===== config.mk =====
export PLATFORM = sky130hd
export DESIGN_NAME = rx_frame_ctrl
export DESIGN_NICKNAME = d
export VERILOG_FILES = /design/src/rtl/rx_frame_ctrl.sv
export SDC_FILE = /design/constraint.sdc
export NUM_CORES = 1
export LEC_CHECK = 0
export BUFFER_PORTS_ARGS = -buffer_cell sky130_fd_sc_hd__buf_2
export CAP_MARGIN = 20
export CORE_MARGIN = 2
export CORE_UTILIZATION = 45
export DETAILED_ROUTE_END_ITERATION = 8
export HOLD_SLACK_MARGIN = 0.06
export PLACE_DENSITY = 0.61
export SYNTH_ARGS = -nofsm -noshare
export SYNTH_HDL_FRONTEND = slang
export SYNTH_SLANG_ARGS = --single-unit

===== constraint.sdc =====
create_clock -name clk -period 7.4 [get_ports clk]
set_input_delay 0.74 -clock clk [delete_from_list [all_inputs] [get_ports clk]]
set_output_delay 0.74 -clock clk [all_outputs]
set_load 0.02 [all_outputs]

===== src/rtl/rx_frame_ctrl.sv =====
// ---------------------------------------------------------------------------
// rx_frame_ctrl
//
// Purpose:
//   Gates the receive datapath so that only checksum-validated frames reach
//   downstream game logic. Aggregated 32-bit words of the frame in flight are
//   written speculatively into a circular buffer. When the checksum checker
//   reports its result, the frame is either committed (made visible on the
//   output stream) or rolled back (speculative write pointer rewound).
//   Good/bad frame counters are provided for LED / seven-segment debug.
//
// Ports:
//   clk          Ethernet reference clock, all logic on the rising edge
//   rst          asynchronous, active-low reset
//   frame_active high while the PHY frame is in progress
//   axiiv/axiid  aggregated word strobe and data
//   done/kill    checksum result strobe; kill is meaningful only with done
//   axior        downstream ready
//   axiov/axiod  committed word available / show-ahead head-of-buffer word
//   good_cnt     frames committed (wraps)
//   bad_cnt      frames dropped: kill, overflow, timeout or preemption (wraps)
//   level        committed words currently held
// ---------------------------------------------------------------------------
module rx_frame_ctrl #(
    parameter int DEPTH   = 16,
    parameter int TIMEOUT = 4096,
    parameter int CNT_W   = 8
) (
    input  logic                   clk,
    input  logic                   rst,
    input  logic                   frame_active,
    input  logic                   axiiv,
    input  logic [31:0]            axiid,
    input  logic                   done,
    input  logic                   kill,
    input  logic                   axior,
    output logic                   axiov,
    output logic [31:0]            axiod,
    output logic [CNT_W-1:0]       good_cnt,
    output logic [CNT_W-1:0]       bad_cnt,
    output logic [$clog2(DEPTH):0] level
);

    // Pointers carry one extra bit so that full and empty are distinguishable
    // while the low bits index the buffer directly.
    localparam int PW = $clog2(DEPTH) + 1;
    localparam int AW = PW - 1;
    localparam int TW = $clog2(TIMEOUT + 1);

    localparam logic [PW-1:0] DEPTH_P    = PW'(DEPTH);
    localparam logic [TW-1:0] TIMER_LAST = TW'(TIMEOUT - 1);

    typedef enum logic [2:0] {
        IDLE,
        RECV,
        WAIT_CK,
        COMMIT,
        DROP
    } state_t;

    state_t state;
    state_t next_state;

    logic          frame_active_q;
    logic          fa_rise;
    logic          fa_fall;

    logic [31:0]   mem [DEPTH];
    logic [PW-1:0] rd_ptr;
    logic [PW-1:0] rd_ptr_nxt;
    logic [PW-1:0] spec_wr;
    logic [PW-1:0] commit_wr;
    logic          full;
    logic          pop;
    logic          axiov_nxt;

    logic          res_v;
    logic          res_bad;
    logic          ovf;
    logic          fa_pend;
    logic [TW-1:0] timer;

    logic          wait_decide;
    logic          wait_bad;
    logic          timed_out;

    logic          wr_en;
    logic          ovf_set;
    logic          res_latch;
    logic          commit_en;
    logic          drop_en;
    logic          flags_clr;

    assign fa_rise = frame_active & ~frame_active_q;
    assign fa_fall = ~frame_active & frame_active_q;

    assign full  = (spec_wr - rd_ptr) == DEPTH_P;
    assign level = commit_wr - rd_ptr;

    // A checksum result seen during RECV takes precedence over any later
    // strobe; an overflowed frame is bad regardless of what the checker says.
    assign wait_decide = res_v | done;
    assign wait_bad    = res_v ? (res_bad | ovf) : (kill | ovf);
    assign timed_out   = (timer == TIMER_LAST);

    // ------------------------------------------------------------------
    // FSM state register
    // ------------------------------------------------------------------
    always_ff @(posedge clk or negedge rst) begin
        if (!rst) begin
            state <= IDLE;
        end else begin
            state <= next_state;
        end
    end

    // ------------------------------------------------------------------
    // FSM next-state logic. A new frame arriving while the previous one
    // is still waiting for its checksum preempts it and goes straight to
    // RECV; a rise seen during the one-cycle COMMIT/DROP (or latched in
    // the deciding WAIT_CK cycle) also skips IDLE so no words are lost.
    // ------------------------------------------------------------------
    always_comb begin
        next_state = state;
        case (state)
            IDLE: begin
                if (fa_rise) begin
                    next_state = RECV;
                end
            end
            RECV: begin
                if (fa_fall) begin
                    next_state = WAIT_CK;
                end
            end
            WAIT_CK: begin
                if (wait_decide) begin
                    next_state = wait_bad ? DROP : COMMIT;
                end else if (fa_rise) begin
                    next_state = RECV;
                end else if (timed_out) begin
                    next_state = DROP;
                end
            end
            COMMIT, DROP: begin
                next_state = (fa_rise | fa_pend) ? RECV : IDLE;
            end
            default: begin
                next_state = IDLE;
            end
        endcase
    end

    // ------------------------------------------------------------------
    // FSM output strobes for the datapath
    // ------------------------------------------------------------------
    always_comb begin
        wr_en     = 1'b0;
        ovf_set   = 1'b0;
        res_latch = 1'b0;
        commit_en = 1'b0;
        drop_en   = 1'b0;
        case (state)
            RECV: begin
                wr_en     = axiiv & ~full & ~ovf;
                ovf_set   = axiiv & full;
                res_latch = done & ~res_v;
            end
            WAIT_CK: begin
                drop_en = ~wait_decide & fa_rise;
            end
            COMMIT: begin
                commit_en = 1'b1;
            end
            DROP: begin
                drop_en = 1'b1;
            end
            default: begin
            end
        endcase
    end

    assign flags_clr = (next_state == RECV) && (state != RECV);

    // ------------------------------------------------------------------
    // Per-frame bookkeeping: edge detect, early result latch, overflow
    // flag, pending frame start and the WAIT_CK timer.
    // ------------------------------------------------------------------
    always_ff @(posedge clk or negedge rst) begin
        if (!rst) begin
            frame_active_q <= 1'b0;
            fa_pend        <= 1'b0;
            timer          <= '0;
            res_v          <= 1'b0;
            res_bad        <= 1'b0;
            ovf            <= 1'b0;
        end else begin
            frame_active_q <= frame_active;
            fa_pend        <= (state == WAIT_CK) && fa_rise && wait_decide;
            timer          <= (state == WAIT_CK) ? timer + TW'(1) : '0;
            if (flags_clr) begin
                res_v   <= 1'b0;
                res_bad <= 1'b0;
                ovf     <= 1'b0;
            end else begin
                if (res_latch) begin
                    res_v   <= 1'b1;
                    res_bad <= kill;
                end
                if (ovf_set) begin
                    ovf <= 1'b1;
                end
            end
        end
    end

    // ------------------------------------------------------------------
    // Word buffer storage (no reset needed; validity is tracked by the
    // pointers).
    // ------------------------------------------------------------------
    always_ff @(posedge clk) begin
        if (wr_en) begin
            mem[spec_wr[AW-1:0]] <= axiid;
        end
    end

    // ------------------------------------------------------------------
    // Pointers, counters and the registered output stage.
    //
    // axiov looks at the current commit_wr but the post-pop read pointer:
    // freshly committed words show up one cycle after COMMIT, while a word
    // consumed this cycle is never presented twice. The show-ahead data is
    // reloaded only when the stage is empty or being consumed, so it holds
    // under backpressure. The read index can never collide with a write in
    // the same cycle because the buffer is never overfilled.
    // ------------------------------------------------------------------
    assign pop        = axiov & axior;
    assign rd_ptr_nxt = rd_ptr + PW'(pop);
    assign axiov_nxt  = (commit_wr != rd_ptr_nxt);

    always_ff @(posedge clk or negedge rst) begin
        if (!rst) begin
            rd_ptr    <= '0;
            spec_wr   <= '0;
            commit_wr <= '0;
            good_cnt  <= '0;
            bad_cnt   <= '0;
            axiov     <= 1'b0;
            axiod     <= '0;
        end else begin
            rd_ptr <= rd_ptr_nxt;

            if (drop_en) begin
                spec_wr <= commit_wr;
            end else if (wr_en) begin
                spec_wr <= spec_wr + PW'(1);
            end

            if (commit_en) begin
                commit_wr <= spec_wr;
                good_cnt  <= good_cnt + CNT_W'(1);
            end

            if (drop_en) begin
                bad_cnt <= bad_cnt + CNT_W'(1);
            end

            axiov <= axiov_nxt;
            if ((!axiov || axior) && axiov_nxt) begin
                axiod <= mem[rd_ptr_nxt[AW-1:0]];
            end
        end
    end

endmodule

Word-level counts from Yosys, hierarchy flattened
Memories as Yosys holds them, arrays and structs flattened. A register that Yosys moved wholly into a read port is not among the register bits.
Index checks and enable logic that the tools add are counted.
{"block": "op_classes", "n_addsub": 7, "eq_ne": 9, "n_mux": 25, "n_bitwise": 18, "reduce_logical": 12}
{"op": "$mux W3", "count": 6}
{"op": "$add A8 B1 Y8 const B", "count": 2}
{"op": "$mux W1", "count": 14}
{"op": "$add A13 B1 Y13 const B", "count": 1}
{"op": "$eq A13 B12 Y1 const B", "count": 1}
{"op": "$mux W13", "count": 1}
{"op": "$pmux W3 S4", "count": 1}
{"op": "$mux W5", "count": 2}
{"op": "$sub A5 B5 Y5", "count": 2}
{"op": "$and A1 B1 Y1", "count": 8}
{"op": "$eq A3 B1 Y1 const B", "count": 2}
{"op": "$eq A3 B2 Y1 const B", "count": 2}
{"op": "$not A1 Y1", "count": 6}
{"op": "$reduce_bool A2 Y1", "count": 3}
{"op": "$add A5 B1 Y5", "count": 1}
{"op": "$add A5 B1 Y5 const B", "count": 1}
{"op": "$eq A5 B5 Y1 const B", "count": 1}
{"op": "$ne A5 B5 Y1", "count": 1}
{"op": "$logic_and A1 B1 Y1", "count": 4}
{"op": "$or A1 B1 Y1", "count": 4}
{"op": "$eq A3 B3 Y1 const B", "count": 1}
{"op": "$logic_not A3 Y1", "count": 1}
{"op": "$ne A3 B1 Y1 const B", "count": 1}
{"op": "$logic_not A1 Y1", "count": 2}
{"op": "other kinds (3)", "count": 3}
{"block": "totals", "ff_bits": 53, "ramBits": 512, "inputBits": 39, "output_inout_bits": 54, "elab_cells": 85, "mem_count": 1}
{"name": "mem", "depth": 16, "word_bits": 32, "rd": 1, "rd_ports_with_merged_regs": 1, "write_ports": 1, "line_no": "68", "source": "logic [31:0] mem [DEPTH];"}

Depth between registers and ports, before layout
Gate-level depths: netlist of run 1.
{"block": "logic_depth", "word_depth": 8, "depth_mapped": 9, "depth_no_buf": 7}

Least setup slack after synthesis of run 1
No wires, ideal clock.
{"block": "synth_path", "kind": "register -> register", "from": "register rd_ptr[2]", "to": "memory mem[0][0] (enable)", "t_arrival_ps": 4977, "setup_slack_ps": 1910, "stages_incl_launch_ff": 9, "n_path_buf": 1, "period_less_slack_ps": 5490, "cell_sequence": "dfrtp_1 -> inv_1 -> ha_1 -> a21oi_1 -> a211o_1 -> a211oi_1 -> clkbuf_1 -> nand2b_1 -> nor4b_1"}
{"block": "synth_between", "elab_chain_len": 8}
{"element": "start: declaration", "line_no": "69", "source": "logic [PW-1:0] rd_ptr;"}
{"element": "start signal: assignment", "line_no": "251", "source": "rd_ptr <= rd_ptr_nxt;"}
{"element": "$sub A5 B5 Y5", "line_no": "97", "source": "assign full = (spec_wr - rd_ptr) == DEPTH_P;"}
{"element": "$eq A5 B5 Y1", "line_no": "97"}
{"element": "$not A1 Y1", "line_no": "165", "source": "wr_en = axiiv & ~full & ~ovf;"}
{"element": "$and A1 B1 Y1 (2 in a row)", "line_no": "165"}
{"element": "$mux W1", "line_no": "163", "source": "case (state)"}
{"element": "$mux W1", "line_no": "222", "source": "if (wr_en) begin"}
{"element": "$mux W1 (implied by the code)", "line_no": "223", "source": "mem[spec_wr[AW-1:0]] <= axiid;"}
{"element": "end: declaration", "line_no": "68"}
Every way passes these cells.

Worst setup path after layout of run 1
{"block": "layout_path", "from": "register spec_wr[2]", "to": "memory mem[14][8] (enable)"}
{"block": "layout_between", "elab_chain_len": 8}
{"element": "start: declaration", "line_no": "71", "source": "logic [PW-1:0] spec_wr;"}
{"element": "start signal: assignment", "line_no": "254", "source": "spec_wr <= commit_wr;"}
{"element": "start signal: assignment", "line_no": "256", "source": "spec_wr <= spec_wr + PW'(1);"}
{"element": "$sub A5 B5 Y5", "line_no": "97"}
{"element": "$eq A5 B5 Y1", "line_no": "97"}
{"element": "$not A1 Y1", "line_no": "165"}
{"element": "$and A1 B1 Y1 (2 in a row)", "line_no": "165"}
{"element": "$mux W1", "line_no": "163"}
{"element": "$mux W1", "line_no": "222"}
{"element": "$mux W1 (implied by the code)", "line_no": "223"}
Parallel ways exist; a longest one is shown, timed or not.

==> results of run 1 <==
[placed cells by master, fill, tap and decap left out, types with 9 or more instances in the layout]
cell | netlist | layout
dfrtp_1 | 85 | 85
xor2_1 | 14 | 14
buf_4 | 0 | 24
nand4_1 | 11 | 11
nand2_1 | 38 | 38
buf_2 | 15 | 92
clkinv_2 | 0 | 11
mux4_2 | 157 | 157
nor2_1 | 24 | 23
clkbuf_16 | 0 | 60
ha_1 | 17 | 15
a21oi_1 | 9 | 9
clkbuf_1 | 25 | 19
clkinv_1 | 0 | 13
edfxtp_1 | 512 | 512
inv_1 | 15 | 15
mux2_4 | 30 | 30
xnor2_1 | 22 | 21
[logic make-up (layout without fill, tap and decap cells)]
group,Yosys count,after routing,share of synthesized area
xor+xnor,38,38,0.0151
simple gates,133,133,0.0313
buf+inv,64,244,0.0120
compound gates,33,33,0.00908
fa+ha+maj,18,18,0.00994
flops,597,597,0.748
mux,193,193,0.175
[state kept, by name (all words and copies together) (netlist names), 3 cells and up]
| signal | flops |
|---|---|
| good_cnt | 8 |
| commit_wr | 5 |
| timer | 13 |
| rd_ptr | 5 |
| axiod | 32 |
| state | 3 |
| bad_cnt | 8 |
| spec_wr | 5 |
| mem | 512 |
[area by class of cell]
| class | instances | area (um2) | share of cell area |
|---|---|---|---|
| inverters | 16 | 60.1 | 0.00226 |
| multi-input cells | 415 | 5720 | 0.215 |
| well taps | 680 | 851 | 0.0320 |
| clock inverters | 30 | 226 | 0.00851 |
| flip-flops and latches | 597 | 17500 | 0.657 |
| clock buffers | 81 | 1600 | 0.0601 |
| repair buffers | 117 | 661 | 0.0248 |
[power groups by stage]
| stage | Sequential (uW) | Combinational (uW) | Clock, uW |
|---|---|---|---|
| 3_5_place_dp | 4260 | 3960 | 0 |
| 3_3_place_gp | 4260 | 3920 | 0 |
| 4_1_cts | 4200 | 3970 | 2890 |
| 6_report | 4200 | 3880 | 2820 |
| 2_1_floorplan | 4300 | 2930 | 0 |
| 5_1_grt | 4230 | 4190 | 3030 |
[cells in the mapped netlist, types with 2 or more instances]
cell      instances  share of area
a211o_1           2        0.00075
a21o_1            3        0.00096
a21oi_1           9         0.0019
a31oi_1           2        0.00053
and2_1            3        0.00080
and3_1            4         0.0011
and3b_1           2        0.00075
and4_1            4         0.0015
and4b_1           8         0.0034
buf_1             5        0.00080
buf_2            15         0.0032
buf_6             3         0.0014
clkbuf_1         25         0.0040
dfrtp_1          85          0.091
edfxtp_1        512           0.66
ha_1             17         0.0091
inv_1            15         0.0024
mux2_2            2        0.00096
mux2_4           30          0.019
mux4_1            3         0.0034
mux4_2          157           0.15
nand2_1          38         0.0061
nand2b_1          5         0.0013
nand3_1           8         0.0017
nand3b_1          4         0.0013
nand4_1          11         0.0029
nor2_1           24         0.0038
nor2b_1           4         0.0011
nor3_1            4        0.00086
nor3b_1           3        0.00096
nor4b_1           4         0.0015
o211ai_1          2        0.00064
o21ai_0           8         0.0017
or3_1             4         0.0011
or4_1             2        0.00064
xnor2_1          22         0.0082
xor2_1           14         0.0052
[metrics by stage]
step	cells	area (um2)	setup WS [ps]	hold slack, ps	total power (uW)
floorplan	1076	23400	1910	424	7230
global placement	1824	24800	3230	439	8180
detailed placement	1824	24800	3210	451	8230
CTS	1935	26600	3390	182	11100
global route	1936	26600	3420	221	11500
finish	1936	26600	3670	180	10900
[how the worst max path moves through the flow]
stage / from / to / slack [ps] / depth (start not counted)
floorplan: rd_ptr[2]$_DFF_PN0_ / mem[0][0]$_DFFE_PP_ / 1910 / 8
global placement: axior / axiod[21]$_DFFE_PN0P_ / 3230 / 7
detailed placement: axior / axiod[6]$_DFFE_PN0P_ / 3210 / 7
CTS: spec_wr[2]$_DFFE_PN0P_ / mem[8][11]$_DFFE_PP_ / 3390 / 7
global route: spec_wr[2]$_DFFE_PN0P_ / mem[14][8]$_DFFE_PP_ / 3420 / 8
finish: spec_wr[2]$_DFFE_PN0P_ / mem[14][8]$_DFFE_PP_ / 3670 / 8
[layer usage]
metal,share of wire,GRT usage
met2,0.50,0.313
met5,0.0011,0
met4,0.019,0.0503
met1,0.43,0.259
met3,0.049,0.0361
==> results.txt, run 1 <==
Status -> complete, no violations
Vias post-DR -> 10,900
Site Rows -> 83
Switching Fraction -> 0.299
Worst Skew -> 18.7 ps
Clock power share -> 0.259
Fill count -> 4,026
Syn Area/Cell -> 21.8 um2
CP arrival -> 3980 ps
WL final -> 49,100 um
Slowest cell on crit path -> dfrtp_1
CTS tree -> done
Initial antenna violation count -> 5
FF-to-FF Start -> spec_wr[2]$_DFFE_PN0P_
Flops & latches, synth -> 597
Vias in the first global route -> 11,500
Worst Setup Start Kind -> register
Part of the Yosys area used for sequential elements -> 0.748
Reg power frac -> 0.385
Longest Clk Path Bufs -> 3
Data required time of the worst path -> 7660 ps
Reg clk slew, reported paths -> 60 ps
Ys async rst share -> 0.142
Die width -> 232 um
RSZ-0062 raised after global routing -> no
CTS buffer count -> 59
Core ar. -> 51,400 um2
Grt ovf -> 0
Final HPWL DP -> 25,100 um
Maximum VDD drop -> 0.000269 V
Layout area overhead -> 13.7%
Least-Margin Pin Slew -> 999 ps
Unique masters post-synth -> 50
Period utilisation layout -> 0.503
NetSw -> 3260 uW
Power Density -> 409 nW/um2
Endpoints failing hold -> 0
Number of synthesis warnings -> 0
Antenna fix cells -> 0
Most used DFF post-synth -> edfxtp_1
First-pass GRT wire length -> 74,100 um
Clk sink count -> 597
CTS root buffer -> clkbuf_16
Residual DRC count -> 0
Synth Cell Area -> 23,400 um2
Mapped Cells -> 1,076
Lkg Pwr -> 0.00901 uW
Vias per Instance -> 5.61
HP Class -> input port to asynchronous set/reset pin
Fin util -> 0.518
Die Span Y -> 232 um
Setup repair bufs after CTS -> 0
Worst r2r dst -> mem[14][8]$_DFFE_PP_
Slew headroom -> 0.334
Max-cap violation count -> 0
H-Tree Depth -> 2
DRT Pass-1 Iters -> 5
Die ar. -> 53,900 um2
# setup viols final -> 0
Worst Path Buf+Inv -> 2
Largest fanout on the critical path -> 21
Kind of critical path -> register to register
Cell-internal power -> 7630 uW
R2R setup slack -> 3670 ps
Clock latency on the worst-skew pair -> 620 ps
Post-Syn Nets -> 1,133
Setup TNS -> 0 ps
R2r worst-path depth -> 8
CP Cell Sequence -> ha_1 > a21oi_1 > a211o_1 > a211oi_1 > buf_2 > nor2_1 > and4_2 > buf_4
Crit path max-delay family -> simple AND/OR/NAND/NOR gates
Fmax -> 0.268 GHz
Hold buffers post-CTS -> 0
Worst setup EP type -> register
Largest net degree at the start of global routing -> 76
Initial Utilization -> 0.455
Drt initial violations -> 1,010
Routed len/inst -> 25.4 um
Fin nets -> 1,263
Total GRT Usage -> 0.189
Io pins -> 93
Gate power share -> 0.356
Placer's final routability congestion estimate -> 0.743
Post-DRT Antenna Nets -> 0
Tmin final -> 3730 ps
Max-slew violations -> 0
Share of layout cells above drive strength 1 -> 0.324
Buffers on Ports -> 92
CP max stage delay -> 750 ps
Post-synth EDFFs -> 512
Post-CTS sizing -> 0
Note: power is estimated with default switching activity, not from simulation.
==> run 2, diff against run 1 <==
Clock period 7.4 ns to 3.9 ns, I/O delays scaled along.
==> results.txt, run 2 (synthesis results as in run 1) <==
Status -> complete, no violations
Data required time of the worst path -> 4200 ps (-3460 ps)
Share of layout cells above drive strength 1 -> 0.349 (+0.0247)
NetSw -> 6440 uW (+97%)
Buffers on Ports -> 92 (unchanged)
RSZ-0062 raised after global routing -> no
Placed Instances -> 1,840 (+0.88%)
Grt ovf -> 0 (unchanged)
Site Rows -> 83 (unchanged)
Drt initial violations -> 724 (-28%)
Footprint of the multi-input gates -> 5720 um2 (unchanged)
Final Instance Count excl. Fillers -> 1,957 (+1.1%)
Switching Fraction -> 0.302 (+0.00203)
Largest fanout on the critical path -> 21 (unchanged)
# setup viols final -> 0 (unchanged)
Slew headroom -> 0.501 (+0.166)
Reg power frac -> 0.369 (-0.016)
Power Density -> 789 nW/um2 (+93%)
Tmin final -> 3190 ps (-536 ps)
Die Span Y -> 232 um (unchanged)
Clk sink count -> 597 (unchanged)
Fin util -> 0.526 (+0.00852)
Hold path cells -> 3
DRT Pass-1 Iters -> 4 (-1)
Most common cell after layout, fill and taps aside -> edfxtp_1
Worst setup EP type -> register
Endpoints failing hold -> 0 (unchanged)
HP Class -> input port to register
Hold path start -> kill
CTS tree -> done
Final HPWL DP -> 26,800 um (+6.6%)
Initial antenna violation count -> 4 (-1)
Worst Setup Start Kind -> register
Reg clk slew, reported paths -> 60 ps (about the same)
Die ar. -> 53,900 um2 (unchanged)
Max reg flops -> 512 (unchanged)
Routed len/inst -> 25.1 um (-0.87%)
FF-to-FF Start -> rd_ptr[2]$_DFF_PN0_
CTS buffer count -> 60 (+1.7%)
Setup repair bufs after CTS -> 0 (unchanged)
Sequential cell area -> 17,500 um2 (unchanged)
Cell-internal power -> 14,900 uW (+95%)
Clock power share -> 0.266 (+0.007)
CTS root buffer -> clkbuf_16
Core ar. -> 51,400 um2 (unchanged)
Initial Utilization -> 0.455 (unchanged)
Post-DRT Antenna Nets -> 0 (unchanged)
Max-slew violations -> 0 (unchanged)
Layout area overhead -> 15.6%
Period utilisation layout -> 0.818 (+0.314)
Post-CTS sizing -> 0 (unchanged)
Hold buffers post-CTS -> 3 (+3)
Maximum VDD drop -> 0.000642 V (+140%)
Fill count -> 4,007 (-0.47%)
Residual DRC count -> 0 (unchanged)
Gate power share -> 0.365 (+0.009)
Vias post-DR -> 10,800 (-0.23%)
Vias per Instance -> 5.54 (-1.3%)
Most frequent cells in the layout -> 512 x edfxtp_1, 157 x mux4_2, 91 x buf_2
First-pass GRT wire length -> 74,500 um (+0.57%)
Io pins -> 93 (unchanged)
Kind of critical path -> register to register
Max-cap violation count -> 0 (unchanged)
Total GRT Usage -> 0.189 (about the same)
Placer's final routability congestion estimate -> 0.743 (about the same)
Lkg Pwr -> 0.00925 uW (+2.6%)
WL final -> 49,200 um (+0.20%)
Vias in the first global route -> 11,600 (+1.0%)
Fmax -> 0.313 GHz (+17%)
Longest Clk Path Bufs -> 3 (unchanged)
Die width -> 232 um (unchanged)
H-Tree Depth -> 2 (unchanged)
Largest net degree at the start of global routing -> 65 (-14%)
R2r worst-path depth -> 9 (+1)
Clock latency on the worst-skew pair -> 620 ps (about the same)
Fin nets -> 1,282 (+1.5%)
Worst Skew -> 22.9 ps (+4.18 ps)
CP arrival -> 3490 ps (-490 ps)
Critical Path Source -> rd_ptr[2]$_DFF_PN0_
Least-Margin Pin Slew -> 749 ps (-249 ps)
run 2: worst paths after layout:
path / endpoint / slack (ps)
worst max register to register: mem[9][10]$_DFFE_PP_ / 710
worst max-delay path: mem[9][10]$_DFFE_PP_ / 710
min in group asynchronous: good_cnt[6]$_DFFE_PN0N_ / 320
worst min-delay path: res_bad$_DFFE_PN0P_ / 110
max in group asynchronous: axiod[27]$_DFFE_PN0P_ / 2730
worst min register to register: timer[0]$_DFF_PN0_ / 460
run 2: power groups by stage:
stage          clock, uW  combinational, uW  sequential (uW)
2_1_floorplan          0               5570             8150
3_3_place_gp           0               7870             8010
3_5_place_dp           0               7960             8020
4_1_cts             5810               7970             7890
5_1_grt             6040               8390             7950
6_report            5680               7800             7880
run 2: metal layers:
layer | global-route usage | routed length (um)
met5 | 0 | 41
met4 | 0.0491 | 864
met3 | 0.0308 | 1860
met2 | 0.321 | 25100
met1 | 0.256 | 21300
run 2: final cells by class:
| type | instances | area share |
|---|---|---|
| antenna | 1 | 0.0000925 |
| clock buffer | 74 | 0.0604 |
| clock inverter | 39 | 0.0123 |
| inverter | 16 | 0.00222 |
| multi-input combinational | 415 | 0.211 |
| sequential | 597 | 0.647 |
| tap | 680 | 0.0314 |
| timing repair buffer | 135 | 0.0353 |
run 2: worst max-delay path, stage by stage, from the launching register on:
cell and delay, ps:
dfrtp_1 430, inv_1 90, ha_1 340, a21oi_1 220, a211o_1 150, a211oi_1 80, buf_4 170, nor2_1 450
and4b_2 680, buf_12 270
run 2: stage by stage:
stage	setup slack, ps	cell area (um2)	total power, uW	hold WS [ps]	setup TNS, ps
4_1_cts	716	27100	21700	81.4	0
3_5_place_dp	738	25100	16000	406	0
3_3_place_gp	792	25100	15900	399	0
5_1_grt	476	27100	22400	138	0
6_report	710	27100	21400	107	0
2_1_floorplan	-1590	23400	13700	94.4	-202160
